### config.mk
export PLATFORM = sky130hd
export DESIGN_NAME = pixel_byte_streamer
export DESIGN_NICKNAME = d
export VERILOG_FILES = /design/src/rtl/pixel_byte_streamer_pkg.sv /design/src/rtl/pixel_byte_streamer_fifo.sv /design/src/rtl/pixel_byte_streamer.sv
export SDC_FILE = /design/constraint.sdc
export NUM_CORES = 1
export LEC_CHECK = 0
export BUFFER_PORTS_ARGS = -buffer_cell sky130_fd_sc_hd__buf_2
export CAP_MARGIN = 10
export CORE_UTILIZATION = 55
export CTS_CLUSTER_SIZE = 40
export DETAILED_ROUTE_END_ITERATION = 10
export GPL_ROUTABILITY_DRIVEN = 0
export HOLD_SLACK_MARGIN = 0.03
export PLACE_DENSITY = 0.76
export RECOVER_POWER = 50
export SYNTH_ARGS = -nofsm -noshare
export SYNTH_HDL_FRONTEND = slang
export SYNTH_SLANG_ARGS = --single-unit
### constraint.sdc
create_clock -name clk -period 3.1 [get_ports clk]
set_input_delay 0.775 -clock clk [delete_from_list [all_inputs] [get_ports clk]]
set_output_delay 0.775 -clock clk [all_outputs]
set_load 0.1 [all_outputs]
### src/rtl/pixel_byte_streamer_pkg.sv
// Shared types and constants for the frame-dump byte streamer.
package pixel_byte_streamer_pkg;

  localparam int RGB_W = 12;

  localparam logic [7:0] SYNC_B0 = 8'hFF;
  localparam logic [7:0] SYNC_B1 = 8'h5A;

  typedef enum logic [1:0] {
    IDLE    = 2'd0,
    ARM     = 2'd1,
    CAPTURE = 2'd2,
    DRAIN   = 2'd3
  } state_t;

endpackage

### src/rtl/pixel_byte_streamer_fifo.sv
// Pixel FIFO whose registered head stays resident until released, so the
// entry being serialized still occupies one of the DEPTH slots.
module pixel_fifo
  import pixel_byte_streamer_pkg::*;
#(
  parameter int DEPTH = 16
) (
  input  logic             clk,
  input  logic             rst_n,
  input  logic             push,
  input  logic [RGB_W-1:0] din,
  input  logic             pop,
  output logic [RGB_W-1:0] dout,
  output logic             dout_valid,
  output logic             full,
  output logic             empty,
  output logic             one_left
);

  localparam int AW = $clog2(DEPTH);

  logic [RGB_W-1:0] mem [DEPTH];
  logic [RGB_W-1:0] dout_reg;
  logic             dout_valid_reg;
  logic [AW:0]      wr_ptr_reg;
  logic [AW:0]      rd_ptr_reg;
  logic [AW:0]      rd_ptr_next;
  logic [AW:0]      level;
  logic             do_push;
  logic             do_pop;

  assign level       = wr_ptr_reg - rd_ptr_reg;
  assign empty       = (wr_ptr_reg == rd_ptr_reg);
  assign full        = (wr_ptr_reg[AW] != rd_ptr_reg[AW]) &&
                       (wr_ptr_reg[AW-1:0] == rd_ptr_reg[AW-1:0]);
  assign one_left    = (level == {{AW{1'b0}}, 1'b1});
  assign do_pop      = pop && !empty;
  assign do_push     = push && (!full || do_pop);
  assign rd_ptr_next = rd_ptr_reg + {{AW{1'b0}}, do_pop};

  // Read address runs one pop ahead so a released head is replaced without a bubble.
  always_ff @(posedge clk) begin
    if (do_push) begin
      mem[wr_ptr_reg[AW-1:0]] <= din;
    end
    dout_reg <= mem[rd_ptr_next[AW-1:0]];
  end

  // An entry written this very cycle is excluded, its read would return stale data.
  always_ff @(posedge clk or negedge rst_n) begin
    if (!rst_n) begin
      wr_ptr_reg     <= '0;
      rd_ptr_reg     <= '0;
      dout_valid_reg <= 1'b0;
    end else begin
      if (do_push) begin
        wr_ptr_reg <= wr_ptr_reg + {{AW{1'b0}}, 1'b1};
      end
      rd_ptr_reg     <= rd_ptr_next;
      dout_valid_reg <= (wr_ptr_reg != rd_ptr_next);
    end
  end

  assign dout       = dout_reg;
  assign dout_valid = dout_valid_reg;

endmodule

### src/rtl/pixel_byte_streamer.sv
// Captures one frame of active pixels and streams each as two bytes (high nibble first).
// Optional STREAM_SYNC_MARKER_EN prefixes the stream with header bytes 0xFF, 0x5A.
module pixel_byte_streamer
  import pixel_byte_streamer_pkg::*;
#(
  parameter int FIFO_DEPTH = 16,
  parameter int CNT_W      = 19
) (
  input  logic             clk,
  input  logic             hard_reset_n,
  input  logic             pix_en,
  input  logic             video_on,
  input  logic [RGB_W-1:0] rgb,
  input  logic             frame_start,
  input  logic             capture_req,
  input  logic             out_ready,
  output logic [7:0]       out_data,
  output logic             out_valid,
  output logic             busy,
  output logic             overflow,
  output logic             frame_done,
  output logic [CNT_W-1:0] pix_count
);

  state_t           state_reg;
  logic             overflow_reg;
  logic             frame_done_reg;
  logic [CNT_W-1:0] pix_count_reg;
  logic             phase_reg;
  logic [1:0]       hdr_reg;
  logic [1:0]       hdr_next;

  logic             fifo_push;
  logic             fifo_pop;
  logic             fifo_full;
  logic             fifo_empty;
  logic             fifo_one_left;
  logic             head_valid;
  logic [RGB_W-1:0] head_pix;

  logic             start_capture;
  logic             hdr_busy;
  logic             xfer;
  logic             push_ok;
  logic             drain_done;

  pixel_fifo #(
    .DEPTH(FIFO_DEPTH)
  ) u_fifo (
    .clk        (clk),
    .rst_n      (hard_reset_n),
    .push       (fifo_push),
    .din        (rgb),
    .pop        (fifo_pop),
    .dout       (head_pix),
    .dout_valid (head_valid),
    .full       (fifo_full),
    .empty      (fifo_empty),
    .one_left   (fifo_one_left)
  );

  // A frame_start coincident with an active pixel ends the capture and drops that pixel.
  assign start_capture = (state_reg == ARM) && frame_start;
  assign fifo_push     = (state_reg == CAPTURE) && pix_en && video_on && !frame_start;
  assign hdr_busy      = (hdr_reg != 2'd0);
  assign out_valid     = hdr_busy || head_valid;
  assign xfer          = out_valid && out_ready;
  assign fifo_pop      = xfer && !hdr_busy && phase_reg;
  assign push_ok       = fifo_push && (!fifo_full || fifo_pop);
  assign drain_done    = (fifo_empty || (fifo_pop && fifo_one_left)) && (hdr_next == 2'd0);

`ifdef STREAM_SYNC_MARKER_EN
  // hdr_reg counts header bytes still to send: 2 -> SYNC_B0, 1 -> SYNC_B1.
  always_comb begin
    hdr_next = hdr_reg;
    if (start_capture) begin
      hdr_next = 2'd2;
    end else if (hdr_busy && out_ready) begin
      hdr_next = hdr_reg - 2'd1;
    end
  end

  always_ff @(posedge clk or negedge hard_reset_n) begin
    if (!hard_reset_n) begin
      hdr_reg <= 2'd0;
    end else begin
      hdr_reg <= hdr_next;
    end
  end
`else
  assign hdr_next = 2'd0;
  assign hdr_reg  = 2'd0;
`endif

  always_comb begin
    out_data = 8'h00;
    if (hdr_reg == 2'd2) begin
      out_data = SYNC_B0;
    end else if (hdr_reg == 2'd1) begin
      out_data = SYNC_B1;
    end else if (head_valid) begin
      out_data = phase_reg ? head_pix[7:0] : {4'h0, head_pix[RGB_W-1:8]};
    end
  end

  always_ff @(posedge clk or negedge hard_reset_n) begin
    if (!hard_reset_n) begin
      phase_reg <= 1'b0;
    end else if (xfer && !hdr_busy) begin
      phase_reg <= ~phase_reg;
    end
  end

  always_ff @(posedge clk or negedge hard_reset_n) begin
    if (!hard_reset_n) begin
      state_reg      <= IDLE;
      overflow_reg   <= 1'b0;
      frame_done_reg <= 1'b0;
      pix_count_reg  <= '0;
    end else begin
      frame_done_reg <= 1'b0;
      case (state_reg)
        IDLE: begin
          if (capture_req) begin
            state_reg     <= ARM;
            overflow_reg  <= 1'b0;
            pix_count_reg <= '0;
          end
        end
        ARM: begin
          if (frame_start) begin
            state_reg <= CAPTURE;
          end
        end
        CAPTURE: begin
          if (frame_start) begin
            state_reg <= DRAIN;
          end
          if (push_ok && (pix_count_reg != '1)) begin
            pix_count_reg <= pix_count_reg + CNT_W'(1);
          end
          if (fifo_push && !push_ok) begin
            overflow_reg <= 1'b1;
          end
        end
        DRAIN: begin
          if (drain_done) begin
            state_reg      <= IDLE;
            frame_done_reg <= 1'b1;
          end
        end
        default: state_reg <= IDLE;
      endcase
    end
  end

  assign busy       = (state_reg != IDLE);
  assign overflow   = overflow_reg;
  assign frame_done = frame_done_reg;
  assign pix_count  = pix_count_reg;

endmodule
**Yosys cells after proc, flatten, opt, wreduce, memory -nomap -nowiden**

Memory sizes are Yosys's and may differ from the RTL's. A register that Yosys moved wholly into a read port is not among the register bits.
Index checks and enable logic that the tools add are counted.

- Register bits: 35
- Bits in latches: 0
- RAM bits: 192
- Memory bits (read-only): 0
- Output and inout port bits: 31
- Logic and storage cells: 71
- Memories: 1

Memories:

| memory | words | width | read ports | clocked after memory_dff | wr ports | RTL line | RTL |
|---|---|---|---|---|---|---|---|
| u_fifo.mem | 16 | 12 | 1 | 1 | 1 | pixel_byte_streamer_fifo.sv:22 | `logic [RGB_W-1:0] mem [DEPTH];` |

- Add/subtract/negate cells: 4
- Multiply operators: 0
- Div/mod/pow operators: 0
- Order comparisons: 0
- Equal/unequal tests: 15
- Shift-type cells: 0
- Muxes and demuxes: 17
- Bitwise gates (word level): 1
- Reductions and logical operators: 25

Operators by type and width:

| cell | count |
|---|---|
| 19-bit 2-to-1 mux | 2 |
| 19-bit one-hot mux with 2 select lines | 1 |
| 19-bit by 1-bit adder with 19-bit output (second input constant) | 1 |
| 19-bit != test (second input constant) | 1 |
| 8-bit 2-to-1 mux | 2 |
| 1-bit logical AND | 12 |
| 2-bit 2-to-1 mux | 4 |
| 2-bit != test (second input constant) | 4 |
| 2-bit one-hot mux with 4 select lines | 1 |
| 1-bit 2-to-1 mux | 6 |
| 3-bit AND reduction | 2 |
| 5-bit by 1-bit adder with 5-bit output | 1 |
| 5-bit by 1-bit adder with 5-bit output (second input constant) | 1 |
| 5-bit by 1-bit == test with 1-bit output (second input constant) | 1 |
| 5-bit == test | 1 |
| 5-bit != test | 1 |
| 5-bit subtractor | 1 |
| 2-bit == test (second input constant) | 2 |
| 4-bit == test | 1 |
| 1-bit zero test | 4 |
| 2-bit by 1-bit != test with 1-bit output (second input constant) | 2 |
| 4-bit AND reduction | 1 |
| 2-bit nonzero test | 2 |
| 1-bit logical OR | 3 |
| 5 further kinds | 5 |

**Logic depth before layout (Yosys ltp)**

Gate-level depths: netlist of the first run.

- Word-level depth: 9
- Mapped depth: 13
- Depth with buffers taken out: 12

**By module**

From an unflattened synthesis of the first run, not the netlist that was laid out.

- Cell total of the unflattened synthesis: 669
- Area, all modules: 10015.9 um^2

Modules (own cells, without submodules):

| module | instances | cells each | area each (um^2) | seq. area each (um^2) |
|---|---|---|---|---|
| pixel_fifo | 1 | 502 | 8500.7 | 6281.0 |
| pixel_byte_streamer | 1 | 167 | 1515.2 | 600.6 |

**Worst setup path before layout of the first run**

No wires, ideal clock.

- Path type: register to register
- Start: register u_fifo.dout_valid_reg, in the netlist u_fifo.dout_valid
- End: memory u_fifo.mem[3][0] (enable)
- Data arrival time: 2.853 ns
- Required time: 2.704 ns
- Slack: -0.150 ns
- Cell stages (with the launch flop): 5
- Buffers on the path: 0
- Clock period less this slack: 3.250 ns
- Path through: dfrtp_1 nand3_2 a31oi_1 nand2_1 nor3_1

- Longest elaborated chain between the ends: 7

Ends and longest elaborated chain:

| element | RTL line | RTL |
|---|---|---|
| start: declaration | pixel_byte_streamer_fifo.sv:24 | `logic dout_valid_reg;` |
| start signal: assignment | pixel_byte_streamer_fifo.sv:60 | `dout_valid_reg <= (wr_ptr_reg != rd_ptr_next);` |
| 1-bit logical AND | pixel_byte_streamer.sv:67 | `assign xfer = out_valid && out_ready;` |
| 1-bit logical AND | pixel_byte_streamer.sv:68 | `assign fifo_pop = xfer && !hdr_busy && phase_reg;` |
| 1-bit logical AND | pixel_byte_streamer_fifo.sv:37 | `assign do_pop = pop && !empty;` |
| 1-bit logical OR | pixel_byte_streamer_fifo.sv:38 | `assign do_push = push && (!full \|\| do_pop);` |
| 1-bit logical AND | pixel_byte_streamer_fifo.sv:38 |  |
| 1-bit 2-to-1 mux | pixel_byte_streamer_fifo.sv:43 | `if (do_push) begin` |
| 1-bit 2-to-1 mux (not written as such) | pixel_byte_streamer_fifo.sv:44 | `mem[wr_ptr_reg[AW-1:0]] <= din;` |
| end: declaration | pixel_byte_streamer_fifo.sv:22 |  |

Every way passes these cells.

**Final worst setup path of the first run**

- Start: register u_fifo.wr_ptr_reg[0]
- End: register u_fifo.dout_reg[3], in the netlist u_fifo.dout[3] (read register of u_fifo.mem)

- Longest elaborated chain between the ends: 4

Ends and longest elaborated chain:

| element | RTL line | RTL |
|---|---|---|
| start: declaration | pixel_byte_streamer_fifo.sv:25 | `logic [AW:0] wr_ptr_reg;` |
| start signal: assignment | pixel_byte_streamer_fifo.sv:57 | `wr_ptr_reg <= wr_ptr_reg + {{AW{1'b0}}, 1'b1};` |
| 5-bit == test | pixel_byte_streamer_fifo.sv:33 | `assign empty = (wr_ptr_reg == rd_ptr_reg);` |
| 1-bit zero test | pixel_byte_streamer_fifo.sv:37 |  |
| 1-bit logical AND | pixel_byte_streamer_fifo.sv:37 |  |
| 5-bit by 1-bit adder with 5-bit output | pixel_byte_streamer_fifo.sv:39 | `assign rd_ptr_next = rd_ptr_reg + {{AW{1'b0}}, do_pop};` |
| end: declaration | pixel_byte_streamer_fifo.sv:23 | `logic [RGB_W-1:0] dout_reg;` |

Every way passes these cells.
A chain may end at the register's enable or synchronous reset.

==> key figures, run 1 <==
STA
  – Fin. max-slew vios: 36
  – Max Clk Rate: roughly 340 MHz
  – Tmin final: a little under 3000 ps
  – Slew HR: -23.65%
  – Crit share post-route: a little over nine tenths
  – Final hold vios: 0
  – Layout Skew: between 10 and 15 ps
  – Final setup fails: 0
  – Hold_ws: 490.3 ps
  – Worst setup margin: 130.5 ps
  – RSZ-0062 raised after global routing: yes
  – Worst Tran Pin Value: between 1500 and 2000 ps

Global routing
  – Grt total ovfl: 0
  – All-Layer GR Usage: 24.44%
  – Initial antenna violation count: 0
  – Largest net degree at the start of global routing: 36
  – First-pass GRT wire length: 32,510 um
  – Vias in the first global route: about 5,700

Clocking
  – H-tree depth: 1
  – Clk slew on worst S/H paths: about 60 ps
  – Hold buffers post-CTS: 0
  – Buffers from clock root to sink, at most: 3
  – TritonCTS buffer count: 25
  – CTS Root Cell: clkbuf_16
  – CTS tree: done
  – Num Clock Sinks: roughly 240
  – Worst skew pair latency: approximately 520 ps

Finish
  – Max FFs per register: between 150 and 200
  – Share of cells above drive strength 1: between 20% and 30%
  – Area grow syn2layout: 17.35%
  – Layout Nets: between 700 and 800
  – Ant diodes: 0
  – Fillers: roughly 1,100
  – Final instance area: ~12,000 um2

Floorplan
  – Core ar.: approximately 17,000 um2
  – Site Rows: 48
  – Die area: 18,390 um2
  – Die Y-Extent: 135.6 um
  – Die X: between 100 and 150 um
  – Initial core utilization: between 50% and 60%
  – Io pins: 50

Critical path
  – Worst-path maximum fanout: 13
  – Critical path depth: 11
  – Worst EP arrival: 3370 ps
  – Worst Reg2Reg Path Length in Cells: 11
  – Critical path class: flop to flop
  – Crit. End Element: flop
  – Buf/Inv on CP: 3
  – Worst path max stage delay: ~420 ps
  – Cell class contributing the biggest share of worst-path delay: buffers and inverters
  – Req. time, crit path: roughly 3500 ps
  – Critical Path, Cell by Cell: inv_1 > ha_1 > nand4_1 > nor2_1 > nor2_1 > ha_4 > nand3_1 > xnor2_1 > buf_4 > inv_1 > a31oi_1
  – Crit-path slowest cell: dfrtp_1
  – CP startpoint kind: flop

Job
  – # Max-Cap Violations: 1

Route
  – Avg Vias per Cell: about 6
  – Via count: approximately 5,700
  – Met2 WL: 10,770 um
  – Detail Route met3 WL: ~1700 um
  – Post-DR wirelength/cell: approximately 23 um
  – Max Used Layer: met4
  – Wl on met1: approximately 8800 um
  – DRT Wirelength: around 22,000 um
  – DR DRC count: 0
  – Drt pass-1 iters: 5
  – Drt initial violations: between 500 and 600
  – Post-DRT Antenna Nets: 0

Synth
  – Synthesis-stage register bit count: about 240
  – Number of synthesized flops with an enable pin: approximately 190
  – FFs w/ async S/R, synth: approximately 15%
  – Cells after synthesis: between 600 and 700
  – Sequential share of the synthesized area: roughly 70%
  – Distinct cells, synth: 46
  – Cell taking the most area after synthesis: edfxtp_1
  – Post-synth design cell area: roughly 10000 um2
  – Top post-synthesis cells by area: edfxtp_1 (59%), mux4_2 (11%), dfrtp_1 (8.9%)
  – Synthesized area per cell: 16.28 um2
  – Most used DFF post-synth: edfxtp_1
  – Syn nets: roughly 640
  – Yosys warnings: 0
  – Yosys top cell area share: between 50% and 60%

Power and ir drop
  – Pwr Density: 1038 nW/um2
  – Tot Pwr: between 10 and 15 mW
  – LEAKAGE: 4.141 nW
  – Max VDD drop: 1.164 mV

Placed design
  – DP HPWL: between 10,000 and 15,000 um
  – Setup slack after placement: approximately 120 ps
  – Placed Area: between 10,000 and 15,000 um2
  – Port Buffers: 49

Worst hold path
  – Hold path depth: 1
  – Hold crit path type: flop to flop

Status
  – Failing checks: capacitance limit, slew limit
  – Status: finished, violations left
[power breakdown]
part / switching (mW) / total (mW) / internal [mW]
Combinational: 2.89 / 4.97 / 2.08
Sequential: 0.179 / 3.87 / 3.69
Clock: 1.18 / 3.12 / 1.94
[area by class of cell]
| cell class | count | area, um2 | area share, % |
|---|---|---|---|
| clock buffers | 32 | 671.9 | 5.833 |
| clock inverters | 13 | 192.7 | 1.673 |
| inverters | 12 | 47.55 | 0.4127 |
| multi-input cells | 327 | 2836 | 24.62 |
| flip-flops and latches | 239 | 6884 | 59.76 |
| well taps | 225 | 281.5 | 2.444 |
| repair buffers | 90 | 605.6 | 5.257 |
[synthesized netlist by cell type, drive strengths merged, types with 2 or more instances]
library cell / count
a31oi: 16
nand2: 71
o21ai: 8
dfxtp: 12
and3: 20
a21oi: 9
nor4: 2
dfrtp: 35
a311o: 2
buf: 9
mux2i: 7
nand3: 12
nor3: 6
ha: 16
a41oi: 2
nor2: 32
xnor2: 14
nand2b: 5
xor2: 8
nor2b: 6
o21a: 2
mux4: 48
clkbuf: 16
edfxtp: 192
o31ai: 4
o211ai: 2
and4: 3
nand4b: 2
nand4: 10
a211oi: 4
or4: 6
inv: 12
[worst reg2reg max path: cells and delay by family, from the launching register on]
kind	cells	cell delay (ps)
compound gates	1	360
fa+ha+maj	2	510
xor+xnor	1	300
buf+inv	3	790
simple gates	4	500
flops	1	420
[metal layers]
layer	up-vias	GRT usage [%]
met1	2897	33.23
met3	44	4.415
li1	2529	-
met4	0	7.366
met2	232	40.39
met5	-	0
[kinds of logic after synthesis]
kind of cell               after synthesis  synth area share, %
xor gates and xnor gates                22                1.963
DFF                                    239                70.10
adders and majority gates               17                2.243
buffers and inverters                   37                1.542
AOI/OAI and AO/OA                       52                3.441
muxes                                   55                11.73
and+or+nand+nor                        181                8.986
[placed cells by master, fill, tap and decap left out, types with 5 or more instances in the layout]
| master | count |
|---|---|
| nand2_1 | 71 |
| dfrtp_1 | 33 |
| nand2b_1 | 5 |
| mux4_2 | 48 |
| clkbuf_16 | 26 |
| buf_4 | 32 |
| nor2_1 | 32 |
| edfxtp_1 | 192 |
| and3_1 | 20 |
| mux2i_1 | 7 |
| ha_1 | 14 |
| xnor2_1 | 13 |
| o21ai_0 | 8 |
| buf_2 | 24 |
| a31oi_1 | 16 |
| xor2_1 | 8 |
| nand3_1 | 11 |
| dfxtp_1 | 12 |
| a21oi_1 | 9 |
| clkbuf_1 | 32 |
| inv_1 | 11 |
| bufinv_16 | 5 |
| nand4_1 | 10 |
| or4_1 | 6 |
[final timing paths]
check                                                 endpoint  slack (ps)                             start
worst max-delay path                    u_fifo.dout[3]$_DFF_P_         130  u_fifo.wr_ptr_reg[0]$_DFFE_PN0P_
worst min-delay path            u_fifo.rd_ptr_reg[4]$_DFF_PN0_         490    u_fifo.rd_ptr_reg[4]$_DFF_PN0_
worst max register to register          u_fifo.dout[3]$_DFF_P_         130  u_fifo.wr_ptr_reg[0]$_DFFE_PN0P_
worst min register to register  u_fifo.rd_ptr_reg[4]$_DFF_PN0_         490    u_fifo.rd_ptr_reg[4]$_DFF_PN0_
max in group asynchronous       u_fifo.rd_ptr_reg[2]$_DFF_PN0_        1130                      hard_reset_n
min in group asynchronous             pix_count[6]$_DFFE_PN0P_         750                      hard_reset_n
[timing repair]
action | 4_1_cts | 5_1_grt
setup buffers | 0 | 5
setup endpoints to repair | 0 | 12
gates resized for setup | 0 | 5
[stage by stage]
stage / utilization, % / std cells / setup TNS (ps)
floorplan: - / 603 / 0
global placement: 61.09 / 887 / 0
detailed placement: 61.09 / 887 / 0
CTS: 66.08 / 932 / 0
global route: 66.37 / 938 / -32.49
finish: 66.37 / 938 / 0
Power figures use the tool's default switching activity.
==> inputs of run 2 (changes only) <==
--- a/config.mk
+++ b/config.mk
@@ -14,6 +14,7 @@
 export HOLD_SLACK_MARGIN = 0.03
 export PLACE_DENSITY = 0.76
 export RECOVER_POWER = 50
+export SETUP_SLACK_MARGIN = 0.2
 export SYNTH_ARGS = -nofsm -noshare
 export SYNTH_HDL_FRONTEND = slang
 export SYNTH_SLANG_ARGS = --single-unit
==> key figures, run 2 (synthesis gave the netlist of run 1 again) <==
Status
  – Status: finished, violations left (unchanged)
  – Failing checks: capacitance limit, slew limit (unchanged)

Global routing
  – Largest net degree at the start of global routing: 36 (unchanged)
  – Vias in the first global route: 5,650 (was 5,676)
  – First-pass GRT wire length: 32,950 um (was 32,510 um)
  – All-Layer GR Usage: 24.91% (was 24.44%)
  – Grt total ovfl: 0 (unchanged)
  – Initial antenna violation count: 0 (unchanged)

Critical path
  – End of the critical path: u_fifo.dout[6]$_DFF_P_ (was u_fifo.dout[3]$_DFF_P_)
  – Req. time, crit path: 3520 ps (was 3500 ps)
  – Worst EP arrival: 3170 ps (was 3370 ps)
  – Worst-path maximum fanout: 12 (was 13)
  – Worst Setup SP: u_fifo.wr_ptr_reg[0]$_DFFE_PN0P_ (unchanged)
  – R2R Path End: u_fifo.dout[6]$_DFF_P_ (was u_fifo.dout[3]$_DFF_P_)
  – Worst Reg2Reg Path Length in Cells: 12 (was 11)
  – Flop2flop setup slack: 350 ps (was 130 ps)
  – Critical path class: flop to flop (unchanged)
  – Crit. End Element: flop (unchanged)
  – CP startpoint kind: flop (unchanged)
  – R2r startpoint: u_fifo.wr_ptr_reg[0]$_DFFE_PN0P_ (unchanged)

Route
  – Via count: 5,736 (was 5,702)
  – Drt pass-1 iters: 5 (unchanged)
  – Drt initial violations: 579 (was 503)
  – DR DRC count: 0 (unchanged)
  – Post-DR wirelength/cell: 23.62 um (was 23.27 um)
  – Post-DRT Antenna Nets: 0 (unchanged)
  – Avg Vias per Cell: 6.096 (was 6.079)
  – DRT Wirelength: 22,230 um (was 21,820 um)

Floorplan
  – Initial core utilization: 56.56% (unchanged)
  – Die X: 135.6 um (unchanged)
  – Die area: 18,390 um2 (unchanged)
  – Die Y-Extent: 135.6 um (unchanged)
  – Core ar.: 17,360 um2 (unchanged)
  – Site Rows: 48 (unchanged)
  – Io pins: 50 (unchanged)

Power and ir drop
  – Max VDD drop: 1.365 mV (was 1.164 mV)
  – LEAKAGE: 4.131 nW (was 4.141 nW)
  – Pwr Density: 1033 nW/um2 (was 1038 nW/um2)
  – Tot Pwr: 11.90 mW (was 11.95 mW)

Job
  – # Max-Cap Violations: 1 (unchanged)

Finish
  – Area grow syn2layout: 17.30% (was 17.35%)
  – Max FFs per register: 192 (unchanged)
  – Fillers: 1,143 (was 1,132)
  – Multi-input gate area: 2874 um2 (was 2836 um2)
  – Share of cells above drive strength 1: 24.16% (was 23.00%)
  – Commonest non-fill, non-tap cell in the layout: edfxtp_1 (unchanged)
  – Ant diodes: 0 (unchanged)
  – Layout Nets: 734 (was 731)
  – Most frequent cells in the layout: edfxtp_1 (192), nand2_1 (71), mux4_2 (48), buf_4 (36), clkbuf_1 (33) (was edfxtp_1 (192), nand2_1 (71), mux4_2 (48), dfrtp_1 (33))
  – Flip-flop and latch area: 6885 um2 (was 6884 um2)

Clocking
  – Worst skew pair latency: 540 ps (was 520 ps)
  – Num Clock Sinks: 239 (unchanged)
  – Hold buffers post-CTS: 0 (unchanged)
  – Clk slew on worst S/H paths: 60 ps (about the same)
  – CTS tree: done (unchanged)
  – Buffers from clock root to sink, at most: 3 (unchanged)
  – TritonCTS buffer count: 24 (was 25)
  – CTS Root Cell: clkbuf_16 (unchanged)
  – H-tree depth: 1 (unchanged)

STA
  – Layout Skew: 20.76 ps (was 11.61 ps)
  – Worst setup margin: 352.9 ps (was 130.5 ps)
  – RSZ-0062 raised after global routing: no (was yes)
  – Hold_ws: 490.9 ps (was 490.3 ps)
  – Final hold vios: 0 (unchanged)
  – Max Clk Rate: 364.0 MHz (was 336.8 MHz)
  – Tmin final: 2747 ps (was 2969 ps)
  – Fin. max-slew vios: 36 (unchanged)
  – Crit share post-route: 88.62% (was 95.79%)
  – Setup TNS: 0 ps (unchanged)
  – Final setup fails: 0 (unchanged)
  – Slew HR: -27.02% (was -23.65%)
  – Worst Tran Pin Value: 1905 ps (was 1855 ps)

Placed design
  – Setup slack after placement: 105.1 ps (was 120.9 ps)
  – Port Buffers: 49 (unchanged)
  – DP HPWL: 13,180 um (was 12,860 um)

Worst hold path
  – Hold path depth: 1 (unchanged)
  – Hold crit path type: flop to flop (unchanged)
## run 2: cell count changes in the layout (fill, tap and decap cells not counted), moves of 3 or more
cell / delta
ha_4: +3
bufinv_16: -4
buf_4: +4
buf_2: +3
## run 2: cell type report
class                      count  area share (%)
timing repair buffer          94           5.694
tap                          225           2.445
clock buffer                  36           5.868
inverter                      12          0.4346
clock inverter                 8          0.8041
sequential                   239           59.80
multi-input combinational    327           24.96
## run 2: critical path: stages (launching register included)
cell,delay [ps]
dfrtp_1,430
inv_1,150
ha_4,300
nand4_1,130
nor2_2,130
nor2_1,80
ha_4,170
ha_4,330
bufbuf_16,320
mux4_2,300
nand2_1,80
and3_1,180
a31oi_1,40
## run 2: metal layers
layer / track usage (%) / routed length (um)
met4: 9.426 / 707
met2: 40.65 / 11020
met1: 33.18 / 8799
met5: 0 / 0
met3: 5.051 / 1697
## run 2: how the worst min path moves through the flow
| stage | start | endpoint | slack (ps) |
|---|---|---|---|
| after detailed placement | u_fifo.wr_ptr_reg[4]$_DFFE_PN0P_ | u_fifo.wr_ptr_reg[4]$_DFFE_PN0P_ | 480 |
| after floorplan | u_fifo.wr_ptr_reg[4]$_DFFE_PN0P_ | u_fifo.wr_ptr_reg[4]$_DFFE_PN0P_ | 460 |
| after global routing | u_fifo.rd_ptr_reg[4]$_DFF_PN0_ | u_fifo.rd_ptr_reg[4]$_DFF_PN0_ | 520 |
| final | u_fifo.wr_ptr_reg[4]$_DFFE_PN0P_ | u_fifo.wr_ptr_reg[4]$_DFFE_PN0P_ | 490 |
| after CTS | hard_reset_n | pix_count[15]$_DFFE_PN0P_ | 360 |
| after global placement | u_fifo.wr_ptr_reg[4]$_DFFE_PN0P_ | u_fifo.wr_ptr_reg[4]$_DFFE_PN0P_ | 480 |
## run 2: metrics by stage
| stage | utilization, % | cell area [um2] | instances |
|---|---|---|---|
| global route | 66.34 | 11510 | 941 |
| finish | 66.34 | 11510 | 941 |
| detailed placement | 61.05 | 10600 | 886 |
| CTS | 65.90 | 11440 | 932 |
| global placement | 61.05 | 10600 | 886 |
| floorplan | - | 9854 | 603 |
## run 2: report_power, final
group          switching (mW)  leakage [nW]  internal [mW]
logic                    2.99          1.48           2.22
clock network            1.18         0.375           1.60
registers               0.207          2.28           3.69
total                    4.38          4.13           7.52
## run 2: repair_timing
item                                    in CTS  in global routing
pin swaps                                    0                  2
endpoints found under the setup margin      14                 13
buffers inserted                             0                  9
resized for setup                            4                  8
cloned                                       2                  0
==> inputs of run 3 (changes only) <==
--- a/config.mk
+++ b/config.mk
@@ -12,6 +12,7 @@
 export DETAILED_ROUTE_END_ITERATION = 10
 export GPL_ROUTABILITY_DRIVEN = 0
 export HOLD_SLACK_MARGIN = 0.03
+export MAX_ROUTING_LAYER = met4
 export PLACE_DENSITY = 0.76
 export RECOVER_POWER = 50
 export SETUP_SLACK_MARGIN = 0.2
==> key figures, run 3 (synthesis gave the netlist of run 1 again) <==
Global routing
  – Vias in the first global route: 5,663 (was 5,650)
  – Grt total ovfl: 0 (unchanged)
  – First-pass GRT wire length: 32,970 um (was 32,950 um)
  – GRT Max-Usage Layer: met2 (unchanged)
  – All-Layer GR Usage: 25.65% (was 24.91%)
  – Routing usage on met2: 40.65% (unchanged)
  – Largest net degree at the start of global routing: 36 (unchanged)
  – Met1 global-route usage: 33.08% (was 33.18%)
  – Met3 Use GR: 5.051% (unchanged)
  – Initial antenna violation count: 0 (unchanged)

Power and ir drop
  – Pint: 7.519 mW (about the same)
  – Flop pwr share: 32.7% (was 32.8%)
  – Max VDD drop: 1.359 mV (was 1.365 mV)
  – Switching Share: 36.84% (was 36.79%)
  – LEAKAGE: 4.131 nW (unchanged)
  – P_sw: 4.386 mW (was 4.377 mW)
  – Pwr Density: 1034 nW/um2 (was 1033 nW/um2)
  – Tot Pwr: 11.90 mW (about the same)
  – Gate power share: 43.9% (about the same)
  – Clk pwr share: 23.4% (was 23.3%)

Clocking
  – TritonCTS buffer count: 24 (unchanged)
  – Worst skew pair latency: 540 ps (about the same)
  – Num Clock Sinks: 239 (unchanged)
  – Buffers from clock root to sink, at most: 3 (unchanged)
  – CTS Root Cell: clkbuf_16 (unchanged)
  – Clk slew on worst S/H paths: 60 ps (about the same)
  – H-tree depth: 1 (unchanged)
  – CTS tree: done (unchanged)

STA
  – Max Clk Rate: 363.4 MHz (was 364.0 MHz)
  – Crit share post-route: 88.78% (was 88.62%)
  – Slew HR: -27.58% (was -27.02%)
  – RSZ-0062 raised after global routing: no (unchanged)
  – Tmin final: 2752 ps (was 2747 ps)
  – Fin. max-slew vios: 36 (unchanged)
  – Final hold vios: 0 (unchanged)
  – Layout Skew: 22.28 ps (was 20.76 ps)
  – Worst Tran Pin Value: 1914 ps (was 1905 ps)
  – Setup TNS: 0 ps (unchanged)
  – Final setup fails: 0 (unchanged)

Critical path
  – Crit. End Element: primary output (was flop)
  – Worst EP arrival: 1980 ps (was 3170 ps)
  – Critical path class: flop to primary output (was flop to flop)
  – CP startpoint kind: flop (unchanged)
  – Flop2flop setup slack: 350 ps (about the same)
  – Worst-path maximum fanout: 10 (was 12)
  – Req. time, crit path: 2320 ps (was 3520 ps)

Finish
  – Ant diodes: 0 (unchanged)
  – Commonest non-fill, non-tap cell in the layout: edfxtp_1 (unchanged)
  – Layout Nets: 734 (unchanged)
  – Area grow syn2layout: 17.30% (unchanged)
  – Most frequent cells in the layout: edfxtp_1 (192), nand2_1 (71), mux4_2 (48), buf_4 (36), clkbuf_1 (33) (unchanged)
  – Max FFs per register: 192 (unchanged)
  – Share of cells above drive strength 1: 24.16% (unchanged)

Floorplan
  – Die Y-Extent: 135.6 um (unchanged)
  – Die X: 135.6 um (unchanged)
  – Die area: 18,390 um2 (unchanged)
  – Io pins: 50 (unchanged)
  – Core ar.: 17,360 um2 (unchanged)
  – Initial core utilization: 56.56% (unchanged)
  – Site Rows: 48 (unchanged)

Route
  – Post-DRT Antenna Nets: 0 (unchanged)
  – Avg Vias per Cell: 6.120 (was 6.096)
  – Post-DR wirelength/cell: 23.62 um (about the same)
  – DRT Wirelength: 22,230 um (about the same)
  – Drt pass-1 iters: 5 (unchanged)
  – Drt initial violations: 612 (was 579)
  – Via count: 5,759 (was 5,736)
  – DR DRC count: 0 (unchanged)

Status
  – Failing checks: capacitance limit, slew limit (unchanged)
  – Status: finished, violations left (unchanged)

Placed design
  – DP HPWL: 13,180 um (unchanged)
  – Port Buffers: 49 (unchanged)

Job
  – # Max-Cap Violations: 1 (unchanged)

Worst hold path
  – Hold crit path type: flop to flop (unchanged)
## run 3: cell type report
class	count	area, um2
Multi-Input combinational cell	327	2874
Inverter	12	50.05
Sequential cell	239	6885
Clock inverter	8	92.59
Timing Repair Buffer	94	655.6
Fill cell	1143	5842
Clock buffer	36	675.6
Tap cell	225	281.5
## run 3: repair_timing
action	4_1_cts	5_1_grt
setup endpoints to repair	14	13
gates cloned	2	0
hold endpoints to repair	0	0
pin swaps	0	2
resized for setup	4	8
hold buffers	0	0
buffers inserted	0	9
## run 3: worst paths after layout
path,from,end,cells after the start
max,phase_reg$_DFFE_PN0N_,out_data[0],3
min,u_fifo.wr_ptr_reg[4]$_DFFE_PN0P_,u_fifo.wr_ptr_reg[4]$_DFFE_PN0P_,1
max reg2reg,u_fifo.wr_ptr_reg[0]$_DFFE_PN0P_,u_fifo.dout[7]$_DFF_P_,11
min reg2reg,u_fifo.wr_ptr_reg[4]$_DFFE_PN0P_,u_fifo.wr_ptr_reg[4]$_DFFE_PN0P_,1
max in group asynchronous,hard_reset_n,u_fifo.rd_ptr_reg[1]$_DFF_PN0_,1
min in group asynchronous,hard_reset_n,pix_count[15]$_DFFE_PN0P_,1
## run 3: critical path, stage by stage, from the launching register on
cell,delay [ps]
dfrtp_2,550
mux2i_1,470
nor2b_2,110
buf_2,320
## run 3: layer usage
metal  up-vias  wire length (um)
met3        60              1776
met2       269             10970
met1      2897              8757
met4         0               731
li1       2533                 -
met5         -                 0
## run 3: through the flow
step                hold slack, ps  area, um2  instances  utilization [%]  setup WS (ps)
global placement             476.4      10600        886            61.05          199.6
CTS                          357.2      11440        932            65.90          209.1
finish                       490.5      11510        941            66.34          347.9
global route                 518.4      11510        941            66.34          175.5
floorplan                    460.7       9854        603                -          234.2
detailed placement           479.3      10600        886            61.05          105.1
## run 3: power groups by stage
stage / Combinational [mW] / Clock (mW) / Sequential (mW)
final: 5.23 / 2.78 / 3.90
after floorplan: 3.48 / 0 / 4.02
after global placement: 4.67 / 0 / 3.94
after global routing: 5.55 / 2.93 / 3.92
after detailed placement: 4.77 / 0 / 3.94
after CTS: 5.03 / 2.82 / 3.89
